### src/rtl/seq_detect_param_if.sv
// Serial bit stream, configuration strobe and match outputs of the sequence detector.
interface seq_detect_param_if #(
  parameter int W    = 4,
  parameter int RUNW = 4,
  parameter int CNTW = 8
);
  logic            in_valid;
  logic            in_bit;
  logic            cfg_load;
  logic            cfg_mode;
  logic            cfg_overlap;
  logic [W-1:0]    cfg_pattern;
  logic [RUNW-1:0] cfg_run_len;
  logic            match_now;
  logic            match_q;
  logic [CNTW-1:0] match_count;

  modport master (
    output in_valid, in_bit, cfg_load, cfg_mode, cfg_overlap, cfg_pattern, cfg_run_len,
    input  match_now, match_q, match_count
  );

  modport slave (
    input  in_valid, in_bit, cfg_load, cfg_mode, cfg_overlap, cfg_pattern, cfg_run_len,
    output match_now, match_q, match_count
  );
endinterface

### src/rtl/seq_detect_param.sv
// Parametrised serial sequence detector: W-bit pattern match or run of >= K ones,
// overlapping or non-overlapping, with Mealy/Moore match flags and a saturating count.
module seq_detect_param #(
  parameter int W    = 4,
  parameter int RUNW = 4,
  parameter int CNTW = 8
) (
  input logic               clk,
  input logic               rst,
  seq_detect_param_if.slave bus
);
  localparam int FILLW = $clog2(W + 1);
  localparam logic [FILLW-1:0] FILL_FULL = FILLW'(W);
  localparam logic [FILLW-1:0] FILL_ARM  = FILLW'(W - 1);

  // Shadow configuration
  logic            mode;
  logic            overlap;
  logic [W-1:0]    pattern;
  logic [RUNW-1:0] run_len;

  // Detection state; only the W-1 most recent bits are ever compared, the
  // incoming bit completes the W-bit window.
  logic [W-2:0]    hist;
  logic [FILLW-1:0] fill;
  logic [RUNW-1:0] run;
  logic [CNTW-1:0] count;
  logic            hit_q;

  logic            accept;
  logic            hit;
  logic [W-1:0]    window;
  logic [RUNW:0]   run_inc;
  logic [RUNW:0]   run_need;

  // Mealy match decode from current state and the bit on the wire
  always_comb begin
    accept   = 1'b0;
    hit      = 1'b0;
    window   = {hist, bus.in_bit};
    run_inc  = {1'b0, run} + (RUNW+1)'(1);
    run_need = (run_len == '0) ? (RUNW+1)'(1) : {1'b0, run_len};
    accept   = rst && bus.in_valid && !bus.cfg_load;
    if (accept) begin
      if (mode) hit = bus.in_bit && (run_inc >= run_need);
      else      hit = (fill >= FILL_ARM) && (window == pattern);
    end
  end

  // Shadow config: defaults give the legacy two-ones detector once run mode is chosen
  always_ff @(posedge clk) begin
    if (!rst) begin
      mode    <= 1'b0;
      overlap <= 1'b1;
      pattern <= '0;
      run_len <= RUNW'(2);
    end else if (bus.cfg_load) begin
      mode    <= bus.cfg_mode;
      overlap <= bus.cfg_overlap;
      pattern <= bus.cfg_pattern;
      run_len <= bus.cfg_run_len;
    end
  end

  // History, fill and run tracking; a non-overlapping match restarts fill and run
  always_ff @(posedge clk) begin
    if (!rst || bus.cfg_load) begin
      hist <= '0;
      fill <= '0;
      run  <= '0;
    end else if (accept) begin
      hist <= window[W-2:0];
      if (hit && !overlap) begin
        fill <= '0;
        run  <= '0;
      end else begin
        fill <= (fill == FILL_FULL) ? fill : fill + FILLW'(1);
        if (!bus.in_bit)    run <= '0;
        else if (run != '1) run <= run + RUNW'(1);
      end
    end
  end

  // Registered match flag and saturating match counter
  always_ff @(posedge clk) begin
    if (!rst || bus.cfg_load) begin
      hit_q <= 1'b0;
      count <= '0;
    end else begin
      hit_q <= hit;
      if (hit && count != '1) count <= count + CNTW'(1);
    end
  end

  assign bus.match_now   = hit;
  assign bus.match_q     = hit_q;
  assign bus.match_count = count;
endmodule

### src/flat_wrapper.sv
// flat-port wrapper written by rule: the top's interface ports become plain ports
module seq_detect_param_flat 
#(
  parameter int W    = 4,
  parameter int RUNW = 4,
  parameter int CNTW = 8
)
  (clk, rst, bus_in_valid, bus_in_bit, bus_cfg_load, bus_cfg_mode, bus_cfg_overlap, bus_cfg_pattern, bus_cfg_run_len, bus_match_now, bus_match_q, bus_match_count);
  seq_detect_param_if #(.W(W), .RUNW(RUNW), .CNTW(CNTW)) bus_i ();
  input logic clk;
  input logic rst;
  input wire logic [$bits(bus_i.in_valid)-1:0] bus_in_valid;
  input wire logic [$bits(bus_i.in_bit)-1:0] bus_in_bit;
  input wire logic [$bits(bus_i.cfg_load)-1:0] bus_cfg_load;
  input wire logic [$bits(bus_i.cfg_mode)-1:0] bus_cfg_mode;
  input wire logic [$bits(bus_i.cfg_overlap)-1:0] bus_cfg_overlap;
  input wire logic [$bits(bus_i.cfg_pattern)-1:0] bus_cfg_pattern;
  input wire logic [$bits(bus_i.cfg_run_len)-1:0] bus_cfg_run_len;
  output wire logic [$bits(bus_i.match_now)-1:0] bus_match_now;
  output wire logic [$bits(bus_i.match_q)-1:0] bus_match_q;
  output wire logic [$bits(bus_i.match_count)-1:0] bus_match_count;
  assign bus_i.in_valid = bus_in_valid;
  assign bus_i.in_bit = bus_in_bit;
  assign bus_i.cfg_load = bus_cfg_load;
  assign bus_i.cfg_mode = bus_cfg_mode;
  assign bus_i.cfg_overlap = bus_cfg_overlap;
  assign bus_i.cfg_pattern = bus_cfg_pattern;
  assign bus_i.cfg_run_len = bus_cfg_run_len;
  assign bus_match_now = bus_i.match_now;
  assign bus_match_q = bus_i.match_q;
  assign bus_match_count = bus_i.match_count;
  seq_detect_param #(.W(W), .RUNW(RUNW), .CNTW(CNTW)) u_core (.clk(clk), .rst(rst), .bus(bus_i));
endmodule
### config.mk
export PLATFORM = sky130hd
export DESIGN_NAME = seq_detect_param_flat
export DESIGN_NICKNAME = d
export VERILOG_FILES = /design/src/rtl/seq_detect_param_if.sv /design/src/rtl/seq_detect_param.sv /design/src/flat_wrapper.sv
export SDC_FILE = /design/constraint.sdc
export NUM_CORES = 1
export LEC_CHECK = 0
export CAP_MARGIN = 5
export CORE_MARGIN = 4
export CORE_UTILIZATION = 29
export CTS_BUF_LIST = sky130_fd_sc_hd__clkbuf_4
export CTS_CLUSTER_SIZE = 30
export DETAILED_ROUTE_END_ITERATION = 10
export PLACE_DENSITY = 0.6
export SYNTH_ARGS = -nofsm -noshare
export SYNTH_HDL_FRONTEND = slang
export SYNTH_SLANG_ARGS = --single-unit
### constraint.sdc
create_clock -name clk -period 4.1 [get_ports clk]
set_input_delay 0.82 -clock clk [delete_from_list [all_inputs] [get_ports clk]]
set_output_delay 0.82 -clock clk [all_outputs]
set_load 0.01 [all_outputs]
## Yosys cells after proc, flatten, opt, wreduce, memory -nomap -nowiden

Cells that the tools add are included.
Widths: inputs -> output; s select.

| storage, ports and cells | value |
|---|---|
| flip-flop bits (word level) | 29 |
| input bits | 15 |
| word-level logic and storage cells | 42 |
| output and inout port bits | 10 |

| operators by class | value |
|---|---|
| add/subtract/negate cells | 4 |
| reduce and logical (&&, ||, !) cells | 13 |
| equality and inequality tests | 6 |
| muxes and demuxes | 8 |
| order comparisons | 2 |

Operator list:

| kind | number |
|---|---|
| $mux 4 | 4 |
| $add 8x1->8 const B | 1 |
| $ne 8x8->1 const B | 1 |
| $logic_and 1x1->1 | 6 |
| $mux 3 | 2 |
| $add 4x1->5 const B | 1 |
| $ge 5x5->1 | 1 |
| $add 4x1->4 const B | 1 |
| $eq 4x4->1 | 1 |
| $logic_not 4->1 | 1 |
| $ne 4x4->1 const B | 1 |
| $reduce_and 2->1 | 2 |
| $add 3x1->3 const B | 1 |
| $eq 3x3->1 const B | 1 |
| $ge 3x2->1 const B | 1 |
| $logic_not 1->1 | 3 |
| $ne 3x1->1 const B | 1 |
| $mux 1 | 2 |
| $ne 2x1->1 const B | 1 |
| $logic_or 1x1->1 | 1 |

## Longest topological paths before layout

| depth | value |
|---|---|
| word-level depth | 9 |
| gate-level depth with buffers | 10 |
| mapped depth without buffers | 9 |

## Least setup slack after synthesis

No wires, ideal clock.

| timing | value |
|---|---|
| path kind | input to output |
| start point | input port bus_in_bit |
| end point | output port bus_match_now |
| data arrival time | 1.895 ns |
| slack | 1.385 ns |
| stages on the path | 6 |
| buffers on the path | 1 |
| data required time | 3.280 ns |
| cell sequence | buf_6 xnor2_2 nand4_1 o31a_1 and2_1 nor3_1 |

| on the way | value |
|---|---|
| cells in the longest elaborated chain, start to end | 4 |
| elaborated cells on any way between the ends | 5 |
| those cells by class | 1 x eq/ne; 2 x mux; 2 x reduce/logical |

RTL lines:

| what | line | RTL |
|---|---|---|
| start: declaration | flat_wrapper.sv:13 | `input wire logic [$bits(bus_i.in_bit)-1:0] bus_in_bit;` |
| $eq 4x4->1 | seq_detect_param.sv:46 | `else hit = (fill >= FILL_ARM) && (window == pattern);` |
| $logic_and 1x1->1 | seq_detect_param.sv:46 |  |
| $mux 1 * | seq_detect_param.sv:45 | `if (mode) hit = bus.in_bit && (run_inc >= run_need);` |
| $mux 1 * | seq_detect_param.sv:44 | `if (accept) begin` |
| end: declaration | flat_wrapper.sv:19 | `output wire logic [$bits(bus_i.match_now)-1:0] bus_match_now;` |

Every way passes the cells marked *; elsewhere a longest branch is shown, timed or not.

## Final worst setup path

Ends and elaborated chain as after synthesis.

==> impl_metrics.csv <==
group,metric,value,unit
sta,slew_headroom,57.92,%
drt,vias,1238,
outcome,outcome,"completed",
global_route,antenna_found_initial,0,
final_layout,filler_cell_count,563,
sta,clock_skew,0.01120,ns
sta,rsz0062_at_grt,"false",
power_and_ir_drop,p_leak,0.7993,nW
hold_path,min_path_cells,1,
final_layout,drive_above_1_share,9.091,%
drt,dr.pass1.iters,4,
clock_network,tritoncts,"built",
drt,drc_errors,0,
drt,drtIter0Drc,41,
drt,antenna_left,0,
floorplan,die_h,80.17,um
power_and_ir_drop,switching_share,26.77,%
synthesis,syn_nets,193,
sta,drv_slew,0,
floorplan,chipWidth,80.17,um
global_route,grt_start_max_net_pins,15,
critical_path,crit_path_start_kind,"primary input",
synthesis,syn_area,0.001510,mm^2
hold_path,hp-class,"register to register",
power_and_ir_drop,p_seq_share,55.9,%
drt,via_per_inst,4.619,
critical_path,crit_path_cell_trace,"clkdlybuf4s50_1 > xnor2_2 > nand4_1 > o31a_1 > and2_1 > nor3_1 > clkdlybuf4s50_1",
critical_path,cp_data_arrival_time,2.97,ns
placed_design,preCtsSetupSlack,0.3009,ns
critical_path,crit_fanout,7,
synthesis,synth_area_leaders,"dfxtp_1, mux2i_1, ha_1",
drt,drt-total-wl,2905,um
clock_network,numClockSinks,29,
final_layout,design_area,0.001887,mm^2
critical_path,critPathMaxStageDelay,0.64,ns
synthesis,synth_top_area_share,38.44,%
synthesis,synthCells,169,
critical_path,worstSetupEndpointType,"output pin",
synthesis,synth.avg_cell_area,8.936,um^2
clock_network,post_cts_buffers,0,
final_layout,nets,221,
sta,tns,0,ns
floorplan,core-area,0.005075,mm^2
synthesis,ys_warn_count,0,
flow_run,cap_violations,0,
critical_path,r2r_cells,9,
final_layout,multiInputGateArea,854.6,um^2
sta,fmax,263.8,MHz
clock_network,htree_levels,2,
clock_network,clk_latency,0.33,ns
power_and_ir_drop,p_int,0.3865,mW
final_layout,area_growth,24.94,%
clock_network,cts_hold_buf,0,
global_route,grt_pass1_vias,1117,
clock_network,cts.clk_slew.worst_paths,0.10,ns
sta,hold_viol,0,
clock_network,cts-root-buf,"clkbuf_4",
global_route,grt_pass1_wl,5078,um
sta,timing.final.crit_share,92.45,%
clock_network,clockBufferDepth,2,
critical_path,crit_type,"primary input to output pin",
power_and_ir_drop,ir_drop,0.0001502,V
floorplan,dieArea,0.006426,mm^2
power_and_ir_drop,power_per_cell_area,279.7,mW/mm^2
global_route,grt_remaining_overflow,0,
critical_path,cp_slowest_cell,"clkdlybuf4s50_1",
clock_network,ctsResizeCount,0,
sta,fin_ws,0.3096,ns
floorplan,io_pins,25,
placed_design,dpl.hpwl,2259,um
power_and_ir_drop,report.power.total,0.5278,mW
floorplan,num_rows,26,
critical_path,crit_top_cell,"clkdlybuf4s50_1",
final_layout,diodes,0,
clock_network,numCtsBuffers,5,
final_layout,final_common_cell,"dfxtp_1",
sta,finalCriticalPeriod,3.790,ns
synthesis,ys_ff_latch,29,
floorplan,initial_core_util,29.76,%
placed_design,gp_congestion,0.7418,
synthesis,synth_top_area_cell,"dfxtp_1",
global_route,gr-usage-all-layers,10.15,%
power_and_ir_drop,clockPowerShare,33.2,%
placed_design,numPortBuffers,24,
critical_path,required,3.28,ns
final_layout,final_cell_mix,"dfxtp_1, clkdlybuf4s50_1, nand2_1, mux2i_1",
power_and_ir_drop,switchingPower,0.1413,mW
final_layout,fin_util,37.18,%
drt,wl_per_cell,10.84,um
sta,worst_slew_pin_slew,0.6312,ns
power_and_ir_drop,p_comb_share,10.9,%
placed_design,dpl_cell_area,0.001827,mm^2
sta,setup_viol,0,
final_layout,seq_area,580.6,um^2
synthesis,synth_cell_types,36,
synthesis,yosysSeqAreaShare,38.44,%
==> layout make-up <==
type | instances | area share, %
flip-flops and latches | 29 | 30.77
inverters | 9 | 1.790
clock inverters | 3 | 1.194
well taps | 70 | 4.642
multi-input cells | 124 | 45.29
clock buffers | 5 | 1.989
repair buffers | 28 | 14.32
==> cells by family (layout without fill, tap and decap cells) <==
| logic type | count (synthesis) | after routing | share of synthesized area [%] |
|---|---|---|---|
| muxes | 13 | 13 | 8.616 |
| DFF | 29 | 29 | 38.44 |
| adders and majority gates | 9 | 9 | 7.457 |
| AOI/OAI and AO/OA | 34 | 34 | 14.83 |
| xor gates and xnor gates | 6 | 6 | 3.978 |
| buffers and inverters | 16 | 45 | 4.971 |
| and+or+nand+nor | 62 | 62 | 21.71 |
==> path summary, 6_finish.rpt <==
check | start | to | slack (ns)
setup / recovery | bus_in_bit | bus_match_now | 0.31
hold / removal | u_core.bus.match_count[7] | u_core.bus.match_count[7] | 0.48
setup reg to reg | u_core.run[0] | u_core.fill[1] | 1.57
hold reg to reg | u_core.bus.match_count[7] | u_core.bus.match_count[7] | 0.48
==> routing by layer <==
metal	GRT usage (%)	vias up	share of wire (%)
met5	0	-	0
li1	-	645	-
met2	15.89	28	45
met1	12.75	559	49
met4	4.561	0	2.1
met3	3.027	6	4.2
==> state kept, by name, summed over array words and instances (netlist names) <==
register	cells
u_core.hist	3
u_core.bus.match_q	1
u_core.fill	3
u_core.bus.match_count	8
u_core.run	4
u_core.overlap	1
u_core.mode	1
u_core.pattern	4
u_core.run_len	4
==> stage by stage <==
step           hold slack, ns  instances
2_1_floorplan          0.4615        169
3_3_place_gp           0.4678        260
3_5_place_dp           0.4663        260
4_1_cts                0.4837        268
5_1_grt                0.5098        268
6_report               0.4769        268
==> cell usage after synthesis, drive strengths merged <==
cell type,n
nor2b,11
nand3b,1
nand3,3
a21oi,12
a41o,2
nor2,9
inv,9
o21ai,6
nand2b,2
xor2,3
nor3,4
o31a,1
a31o,3
dfxtp,29
buf,4
and3,3
xnor2,3
a211o,1
nor4,1
clkbuf,3
nand4,5
o211ai,3
and2,3
a31oi,1
a211oi,3
mux2i,13
a21o,1
a22oi,1
ha,9
nand2,20
==> power groups by stage <==
stage / logic [mW] / clock network (mW) / registers, mW
finish: 0.0573 / 0.175 / 0.295
global placement: 0.0575 / 0 / 0.302
CTS: 0.0584 / 0.185 / 0.295
detailed placement: 0.0582 / 0 / 0.302
global route: 0.0649 / 0.199 / 0.297
floorplan: 0.0360 / 0 / 0.300
==> critical path: cells and delay by family <==
family	cells	cell delay, ns
buf+inv	2	1.21
xor+xnor	1	0.15
compound gates	1	0.31
simple gates	3	0.48
Power figures use the tool's default switching activity.
